===== src/rtl/updn_counter_param.sv =====
// Parameterised up/down counter with modulus MAX_VAL+1, wrap or saturate at the
// boundaries, terminal-count pulse, sticky overflow/underflow flags and compare.
module updn_counter_param #(
  parameter int              WIDTH   = 4,
  parameter logic [WIDTH-1:0] MAX_VAL = {WIDTH{1'b1}},
  parameter bit              SAT     = 1'b0
) (
  input  logic             clk,
  input  logic             arstn,
  input  logic             ltn,
  input  logic             upn_down,
  input  logic             en,
  input  logic [WIDTH-1:0] load,
  input  logic [WIDTH-1:0] cmp,
  input  logic             flag_clr,
  output logic [WIDTH-1:0] dout,
  output logic             oe,
  output logic             tc,
  output logic             ovf,
  output logic             unf,
  output logic             match
);

  localparam logic [WIDTH-1:0] ONE  = WIDTH'(1'b1);
  localparam logic [WIDTH-1:0] ZERO = {WIDTH{1'b0}};

  logic [WIDTH-1:0] dout_q, dout_d;
  logic             oe_q, oe_d;
  logic             tc_q, tc_d;
  logic             ovf_q, ovf_d;
  logic             unf_q, unf_d;

  // Next-state: load beats count beats hold; a boundary set beats flag_clr.
  always_comb begin
    dout_d = dout_q;
    oe_d   = oe_q;
    tc_d   = 1'b0;
    ovf_d  = ovf_q & ~flag_clr;
    unf_d  = unf_q & ~flag_clr;
    if (!ltn) begin
      oe_d   = 1'b1;
      dout_d = (load > MAX_VAL) ? MAX_VAL : load;
    end else if (en) begin
      oe_d = 1'b1;
      if (!upn_down) begin
        if (dout_q == MAX_VAL) begin
          tc_d   = 1'b1;
          ovf_d  = 1'b1;
          dout_d = SAT ? MAX_VAL : ZERO;
        end else begin
          dout_d = dout_q + ONE;
        end
      end else begin
        if (dout_q == ZERO) begin
          tc_d   = 1'b1;
          unf_d  = 1'b1;
          dout_d = SAT ? ZERO : MAX_VAL;
        end else begin
          dout_d = dout_q - ONE;
        end
      end
    end else begin
      dout_d = dout_q;
    end
  end

  // State registers with asynchronous active-low reset.
  always_ff @(posedge clk or negedge arstn) begin
    if (!arstn) begin
      dout_q <= ZERO;
      oe_q   <= 1'b0;
      tc_q   <= 1'b0;
      ovf_q  <= 1'b0;
      unf_q  <= 1'b0;
    end else begin
      dout_q <= dout_d;
      oe_q   <= oe_d;
      tc_q   <= tc_d;
      ovf_q  <= ovf_d;
      unf_q  <= unf_d;
    end
  end

  assign dout  = dout_q;
  assign oe    = oe_q;
  assign tc    = tc_q;
  assign ovf   = ovf_q;
  assign unf   = unf_q;
  // dout is bounded by MAX_VAL, so an out-of-range cmp can never match.
  assign match = (dout_q == cmp);

endmodule


===== config.mk =====
export PLATFORM = sky130hd
export DESIGN_NAME = updn_counter_param
export DESIGN_NICKNAME = d
export VERILOG_FILES = /design/src/rtl/updn_counter_param.sv
export SDC_FILE = /design/constraint.sdc
export NUM_CORES = 1
export LEC_CHECK = 0
export CORE_UTILIZATION = 30
export DETAILED_ROUTE_END_ITERATION = 10
export SLEW_MARGIN = 5
export SYNTH_ARGS = -nofsm -noshare
export SYNTH_HDL_FRONTEND = slang
export SYNTH_SLANG_ARGS = --single-unit

===== constraint.sdc =====
create_clock -name clk -period 1.9 [get_ports clk]
set_clock_uncertainty 0.05 [all_clocks]
set_input_delay 0.38 -clock clk [delete_from_list [all_inputs] [get_ports clk]]
set_output_delay 0.38 -clock clk [all_outputs]
set_load 0.005 [all_outputs]

After elaboration in Yosys (flattened, before gate mapping)
Index checks and enable logic that the tools add are counted.

Order comparisons: 1. Equal/unequal tests: 3. Add/sub/neg operators: 2. Bitwise operators: 3. Reductions and logical operators: 1. Multiplexer cells: 21.

Operator list (number): 2-to-1 mux 4 bit (6); 2-to-1 mux 1 bit (15); adder 4 x 1 -> 4 bit, second input constant (1); equality test 4 bit (1); equality test 4 bit, second input constant (1); greater-than comparator 4 bit, second input constant (1); zero test 4 bit (1); subtractor 4 x 1 -> 4 bit, second input constant (1); AND 1 bit (2); inequality test 2 x 1 -> 1 bit, second input constant (1); inverter 1 bit (1).

Input bits: 14. Output and inout port bits: 9. Register bits after elaboration: 8.

Depth between registers and ports, before layout
Word-level depth: 6. Mapped depth: 7. Mapped depth without buffers: 6.

Worst setup path after synthesis
Ideal clock, no wire load.

Path type: reg2reg. From: register dout_q[0], in the netlist dout[0]. To: register dout_q[3], in the netlist dout[3]. Period minus slack after synthesis: 1506 ps. Cell stages (with the launch flop): 8. Slack: 394 ps. Arrival time: 1374 ps. Buffers on the path: 1. Cells stage by stage: dfrtp_1 buf_6 inv_1 ha_1 o21ba_1 o311ai_1 o311ai_1 a31oi_1.

Word-level cells in the longest chain between the ends: 5. Elaborated cells on any way between the ends: 9. Those cells by class: add/sub: 2; eq/ne: 1; mux: 5; reduce/logical: 1.

RTL lines: start: declaration (line 27) `logic [WIDTH-1:0] dout_q, dout_d;`; start signal: assignment (line 76) `dout_q <= dout_d;`; adder 4 x 1 -> 4 bit, or another cell as far along (line 51) `dout_d = dout_q + ONE;`; 2-to-1 mux 4 bit, on equally long branches (line 46, 54); 2-to-1 mux 4 bit * (line 45) `if (!upn_down) begin`; 2-to-1 mux 4 bit * (line 43) `end else if (en) begin`; 2-to-1 mux 4 bit * (line 40) `if (!ltn) begin`.

Every way passes the cells marked *; elsewhere a longest branch is shown, timed or not. The select of a mux whose other input is x is not followed. A chain may end at the register's enable or synchronous reset.

Worst setup path after layout
From: input cmp[2]. To: output match.

Word-level cells in the longest chain between the ends: 1.

RTL lines: start: declaration (line 14) `input logic [WIDTH-1:0] cmp,`; equality test 4 bit (line 90) `assign match = (dout_q == cmp);`; end: declaration (line 21) `output logic match`.

Every way passes these cells.

==> results.sh <==
export IMPL_syn_avg_cell_area_sq_um=9.039
export IMPL_clockRootBuffer="clkbuf_4"
export IMPL_clock_tree_buffer_depth=2
export IMPL_slew_headroom_pct=75.41
export IMPL_rr_endpoint="dout[3]"
export IMPL_viasPerCell=4.960
export IMPL_r2r_start="dout[0]"
export IMPL_rrSetupSlack_ns=0.26
export IMPL_maxCapViolCount=0
export IMPL_ys_warnings_count=0
export IMPL_synth_top_area_cell="dfrtp_1"
export IMPL_cts_sinks=8
export IMPL_synthCells=58
export IMPL_synth_adder_area_share_pct=4.773
export IMPL_post_cts_buffers=0
export IMPL_initial_core_util_pct=33.25
export IMPL_synth_area_leaders="dfrtp_1 (38%), xor2_1 (8.4%), nor2_1 (5.0%)"
export IMPL_violations="design-rule violations"
export IMPL_clk_latency_ns=0.25
export IMPL_syn_area_sq_um=524.3
export IMPL_synth_compound_area_share_pct=19.09
export IMPL_cts_htree_levels=1
export IMPL_p_comb_share_pct=36.2
export IMPL_dieHeight_microns=43.81
export IMPL_grt_ovfl_total=0
export IMPL_end_kind="primary output"
export IMPL_grt_total_usage_pct=15.06
export IMPL_cts_tree="done"
export IMPL_cts_buffers=3
export IMPL_required_ns=1.47
export IMPL_grt_first_pass_wirelength_microns=2014
export IMPL_dr_pass1_iters=7
export IMPL_port_buffers=22
export IMPL_drive_above_1_share_pct=12.05
export IMPL_num_rows=14
export IMPL_synth_seq_cells=8
export IMPL_r2r_cells=7
export IMPL_status="finished with violations"
export IMPL_maxSlewViolCount=0
export IMPL_cts_hold_buf=0
export IMPL_cp_start_kind="primary input"
export IMPL_synth_distinct_cells=26
export IMPL_static_leakage_power_nw=0.3354
export IMPL_pwr_share_seq_pct=38.0
export IMPL_p_per_area_nw_per_um2=645.9
export IMPL_area_delta_synth_final_pct=49.40
export IMPL_synthesis_nets=74
export IMPL_via_count=491
export IMPL_grt_pass1_vias=467
export IMPL_arrival_ns=1.37
export IMPL_timing_final_crit_share_pct=94.75
export IMPL_critPathKind="primary input to primary output"
export IMPL_die_w_microns=43.81
export IMPL_power_switching_mw=0.1448
export IMPL_internal_power_mw=0.3611
export IMPL_synth_xor_area_share_pct=10.02
export IMPL_max_slew_worst_pin_slew_ns=0.3677
export IMPL_hold_violations=0
export IMPL_post_drt_wl_per_cell_microns=12.24
export IMPL_synth_top_family_by_area="compound AO/OA/AOI/OAI gates"
export IMPL_grt_max_degree=10
export IMPL_synthMuxAreaShare_pct=2.148
export IMPL_p_clk_share_pct=25.8
export IMPL_placed_cells=96
export IMPL_worst_hold_slack_ns=0.3542
export IMPL_antennaDiodeCount=0
export IMPL_antenna_found_initial=0
export IMPL_clkTransAtPathRegs_ns=0.05
export IMPL_peakVddDrop_mv=0.3269
export IMPL_period_needed_ns=1.800
export IMPL_crit_path_max_fanout=1
export IMPL_setup_viol=0
export IMPL_dr_first_iter_drc_count=7
export IMPL_switching_share_pct=28.62
export IMPL_detail_route_antenna_nets=0
export IMPL_globalplace_congestion=0.8057
export IMPL_synthSimpleGateAreaFrac_pct=15.99
export IMPL_ios=23
export IMPL_dieArea_sq_um=1919
export IMPL_design_core_area_sq_um=1577
export IMPL_instances_no_fill=99
export IMPL_rsz0062_at_grt="false"
export IMPL_hp_class="primary input to async pin"
export IMPL_post_synth_top_area_fraction_pct=38.19
export IMPL_hpwl_microns=933
export IMPL_yosysSeqAreaShare_pct=38.19
export IMPL_fin_nets=101
export IMPL_fmax_ghz=0.5555
export IMPL_drc=2
export IMPL_wirelength_microns=1212
## cell type report
class | count | area, sq um
multi-input combinational | 41 | 272.8
timing repair buffer | 27 | 252.7
inverter | 4 | 15.01
fill | 162 | 793.3
sequential | 8 | 200.2
clock buffer | 3 | 22.52
tap | 16 | 20.02
## what timing repair did
| action | CTS | global route |
|---|---|---|
| hold endpoints to repair | 0 | 0 |
| setup endpoints to repair | 1 | 0 |
| resized for setup | 4 | 0 |
## logic make-up after synthesis
kind of cell             Yosys count
XOR/XNOR                           6
adder cells (fa/ha/maj)            2
multiplexers                       1
AO/OA/AOI/OAI                     15
AND/OR/NAND/NOR                   17
buffers and inverters              9
flip-flops                         8
## state kept, by name, summed over array words and instances, names as in the netlist
name / flops
tc: 1
oe: 1
ovf: 1
unf: 1
dout: 4
## Yosys cell counts
library cell,n
a21boi_0,1
a21o_1,1
a21oi_1,4
a31oi_1,2
and2_1,1
buf_2,2
buf_6,2
clkbuf_1,1
dfrtp_1,8
ha_1,2
inv_1,4
mux2_2,1
nand2_1,3
nand2b_1,1
nand3_1,2
nand4bb_1,1
nor2_1,7
nor2b_1,1
nor4_1,1
o21ai_1,1
o21ba_1,1
o22ai_1,2
o311ai_1,2
o31ai_1,1
xnor2_1,1
xor2_1,5
## layer usage
layer  wire [microns]  share of wire [%]  vias up  global-route usage, %
li1                 -                  -      249                      -
met1              546                 45      217                  16.84
met2              551                 45       21                  24.18
met3               90                7.4        4                  6.667
met4               24                2.0        0                  7.500
met5                0                  0        -                      0
## stage by stage
| stage | TNS (ns) | total power [mW] | area (sq um) | utilization, % | worst slack (ns) |
|---|---|---|---|---|---|
| floorplan | 0 | 0.3004 | 524.3 | - | 0.3941 |
| global placement | -0.2494 | 0.3789 | 765.7 | 48.57 | -0.2494 |
| CTS | 0 | 0.5142 | 783.3 | 49.68 | 0.08946 |
| detailed placement | -0.3101 | 0.3802 | 765.7 | 48.57 | -0.3101 |
| finish | 0 | 0.5059 | 783.3 | 49.68 | 0.09974 |
| global route | 0 | 0.5425 | 783.3 | 49.68 | 0.05893 |
## power groups by stage
stage	Clock [mW]	Sequential, mW	Combinational, mW
detailed placement	0	0.196	0.185
global route	0.147	0.193	0.203
finish	0.131	0.192	0.183
CTS	0.137	0.193	0.184
global placement	0	0.195	0.184
floorplan	0	0.199	0.102
## worst max-delay path by stage
stage                        from      end  slack, ns  depth (start not counted)
after floorplan           dout[0]  dout[3]       0.39                          7
after global placement     cmp[1]    match      -0.25                          4
after detailed placement   cmp[1]    match      -0.31                          4
after CTS                  cmp[2]    match       0.09                          4
after global routing       cmp[2]    match       0.06                          4
final                      cmp[2]    match        0.1                          4
## cells in the final DEF, fill, tap and decap left out, drive strengths merged
master	netlist	final
clkdlybuf4s50	0	21
dfrtp	8	8
nor2	7	7
buf	4	6
xor2	5	5
inv	4	4
a21oi	4	4
nand2	3	3
clkbuf	1	3
o22ai	2	2
nand3	2	2
a31oi	2	2
o311ai	2	2
ha	2	2
nor4	1	1
nand4bb	1	1
nor2b	1	1
and2	1	1
o21ai	1	1
xnor2	1	1
mux2	1	1
a21o	1	1
a21boi	1	1
o21ba	1	1
o31ai	1	1
nand2b	1	1
## critical path, stage by stage
cell             delay [ns]
clkdlybuf4s50_1        0.41
xor2_1                 0.14
nor4_1                 0.27
buf_2                  0.16
Power figures use the tool's default switching activity.
==> RTL edit (config.mk and constraints unchanged) <==
The parameter `WIDTH` goes from 4 to 6.
--- a/src/rtl/updn_counter_param.sv
+++ b/src/rtl/updn_counter_param.sv
@@ -1,7 +1,7 @@
 // Parameterised up/down counter with modulus MAX_VAL+1, wrap or saturate at the
 // boundaries, terminal-count pulse, sticky overflow/underflow flags and compare.
 module updn_counter_param #(
-  parameter int              WIDTH   = 4,
+  parameter int              WIDTH   = 6,
   parameter logic [WIDTH-1:0] MAX_VAL = {WIDTH{1'b1}},
   parameter bit              SAT     = 1'b0
 ) (
Interface: changed (resized cmp, dout and load); port bits go from 23 to 29. No check against the original RTL was run, so the function may have changed too.
==> RTL edit against the unedited design <==
Total power up 36%; design area up 57%; fmax down 1.6%; synthesized area up 55%; sequential power up 28%; wire length up 77%; worst setup slack worse by 0.030 ns; sequential cell count up 2; first-iteration DRC count rose to 3.4 times the old value; largest cell class unchanged; largest power group is now combinational logic.
==> RTL edit: results (changes against the unedited design) <==
Placement
  • Detailed placer's ending HPWL: 1.71 mm (+83%)
  • Gpl congestion: 0.846 (+4.9%)
  • Number of port buffers: 28 (+27%)

Global route
  • Via count of the first global-routing pass: 811 (+74%)
  • Total Routing Usage GR: 17.9% (+2.9 points)
  • GR met3 Demand/Resource: 6.78% (+0.11 points)
  • Global routing met1 resource utilization: 23.4% (+6.5 points)
  • Pin count of the biggest net entering global routing: 11 (+1)

Finish
  • Number of signal-net inverters in the final layout: 9 (+5)
  • Area of combinational cells with multiple inputs: 483 um2 (+77%)
  • Layout buffer count excluding clock buffers: 45 (+67%)
  • Synthesis-to-layout area growth: 51.7%
  • Signal buf overhead: 32.8% (+0.49 points)
  • Total Nets Final: 160 (+58%)

Route
  • Detailed Route Iter0 Violations: 24 (+17)
  • 1st-pass router iterations: 4 (-3)

Yosys
  • Leading cell types by total area after synthesis: sky130_fd_sc_hd__dfrtp_1 (31%), sky130_fd_sc_hd__xnor2_1 (5.4%), sky130_fd_sc_hd__ha_1 (4.6%)
  • Proportion of synthesized chip area in sequential cells: 30.9% (-7.3 points)
  • Syn Nets: 119 (+61%)
  • Mux contribution to synthesized area: 1.23% (-0.91 points)
  • Post-synthesis compound-gate area fraction: 24.8% (+5.8 points)
  • Post-Synth XOR/XNOR Area: 7.56% (-2.5 points)
  • Yosys cell types: 40 (+54%)

Setup path
  • Stage delay of the slowest cell on the critical path: 0.48 ns (+0.07 ns)
  • Worst EP arrival: 1.96 ns (+0.59 ns)
  • Critical-path maximum fanout: 4 (+3)

Outcome
  • Outcome: finished clean

Clock tree
  • Number of gates given a new drive strength after cts: 1 (-3)

Power
  • Static power due to leakage: 0.000508 uW (+51%)
  • Peak supply drop: 0.000327 V (+0.13%)
  • Switching part of the total power: 31.8% (+3.2 points)
-- RTL edit: changes by cell type after synthesis, sizes merged, moves of 3 or more --
cell / delta
nand2: +3
xnor2: +4
xor2: -3
o22ai: +3
clkbuf: +3
inv: +5
o21ai: +6
-- RTL edit: power groups by stage --
stage | clock, uW | sequential, uW | combinational, uW
floorplan | 0 | 247 | 160
global placement | 0 | 251 | 290
detailed placement | 0 | 250 | 292
CTS | 155 | 246 | 295
global route | 173 | 248 | 326
finish | 147 | 246 | 295
-- RTL edit: worst paths after layout --
check | startpoint | endpoint | slack, ns | depth (start not counted)
hold reg to reg | oe | oe | 0.42 | 2
setup / recovery | dout[0] | dout[3] | 0.07 | 6
max in group asynchronous | arstn | dout[4] | 1.07 | 1
hold / removal | arstn | ovf | 0.40 | 1
setup reg to reg | dout[0] | dout[3] | 0.07 | 6
min in group clk | oe | oe | 0.42 | 2
-- RTL edit: stage by stage --
stage / setup TNS, ns / hold WS (ns) / std cells
after floorplan: 0 / 0.0344 / 98
after global placement: -0.765 / 0.410 / 164
after detailed placement: -0.879 / 0.410 / 164
after CTS: 0 / 0.412 / 167
after global routing: 0 / 0.432 / 167
final: 0 / 0.399 / 167
-- RTL edit: worst register-to-register path: stages, from the launching register on --
cell and delay [ns]:
sky130_fd_sc_hd__dfrtp_1 0.42, sky130_fd_sc_hd__inv_1 0.09, sky130_fd_sc_hd__ha_1 0.17, sky130_fd_sc_hd__or3b_2 0.48, sky130_fd_sc_hd__or2_4 0.25, sky130_fd_sc_hd__o2111a_1 0.14
sky130_fd_sc_hd__a211oi_2 0.14
-- RTL edit: layer usage --
layer | share of wire [%] | wire length, um
met1 | 47 | 1010
met2 | 45 | 976
met3 | 7.5 | 162
met4 | 0 | 0
met5 | 0 | 0
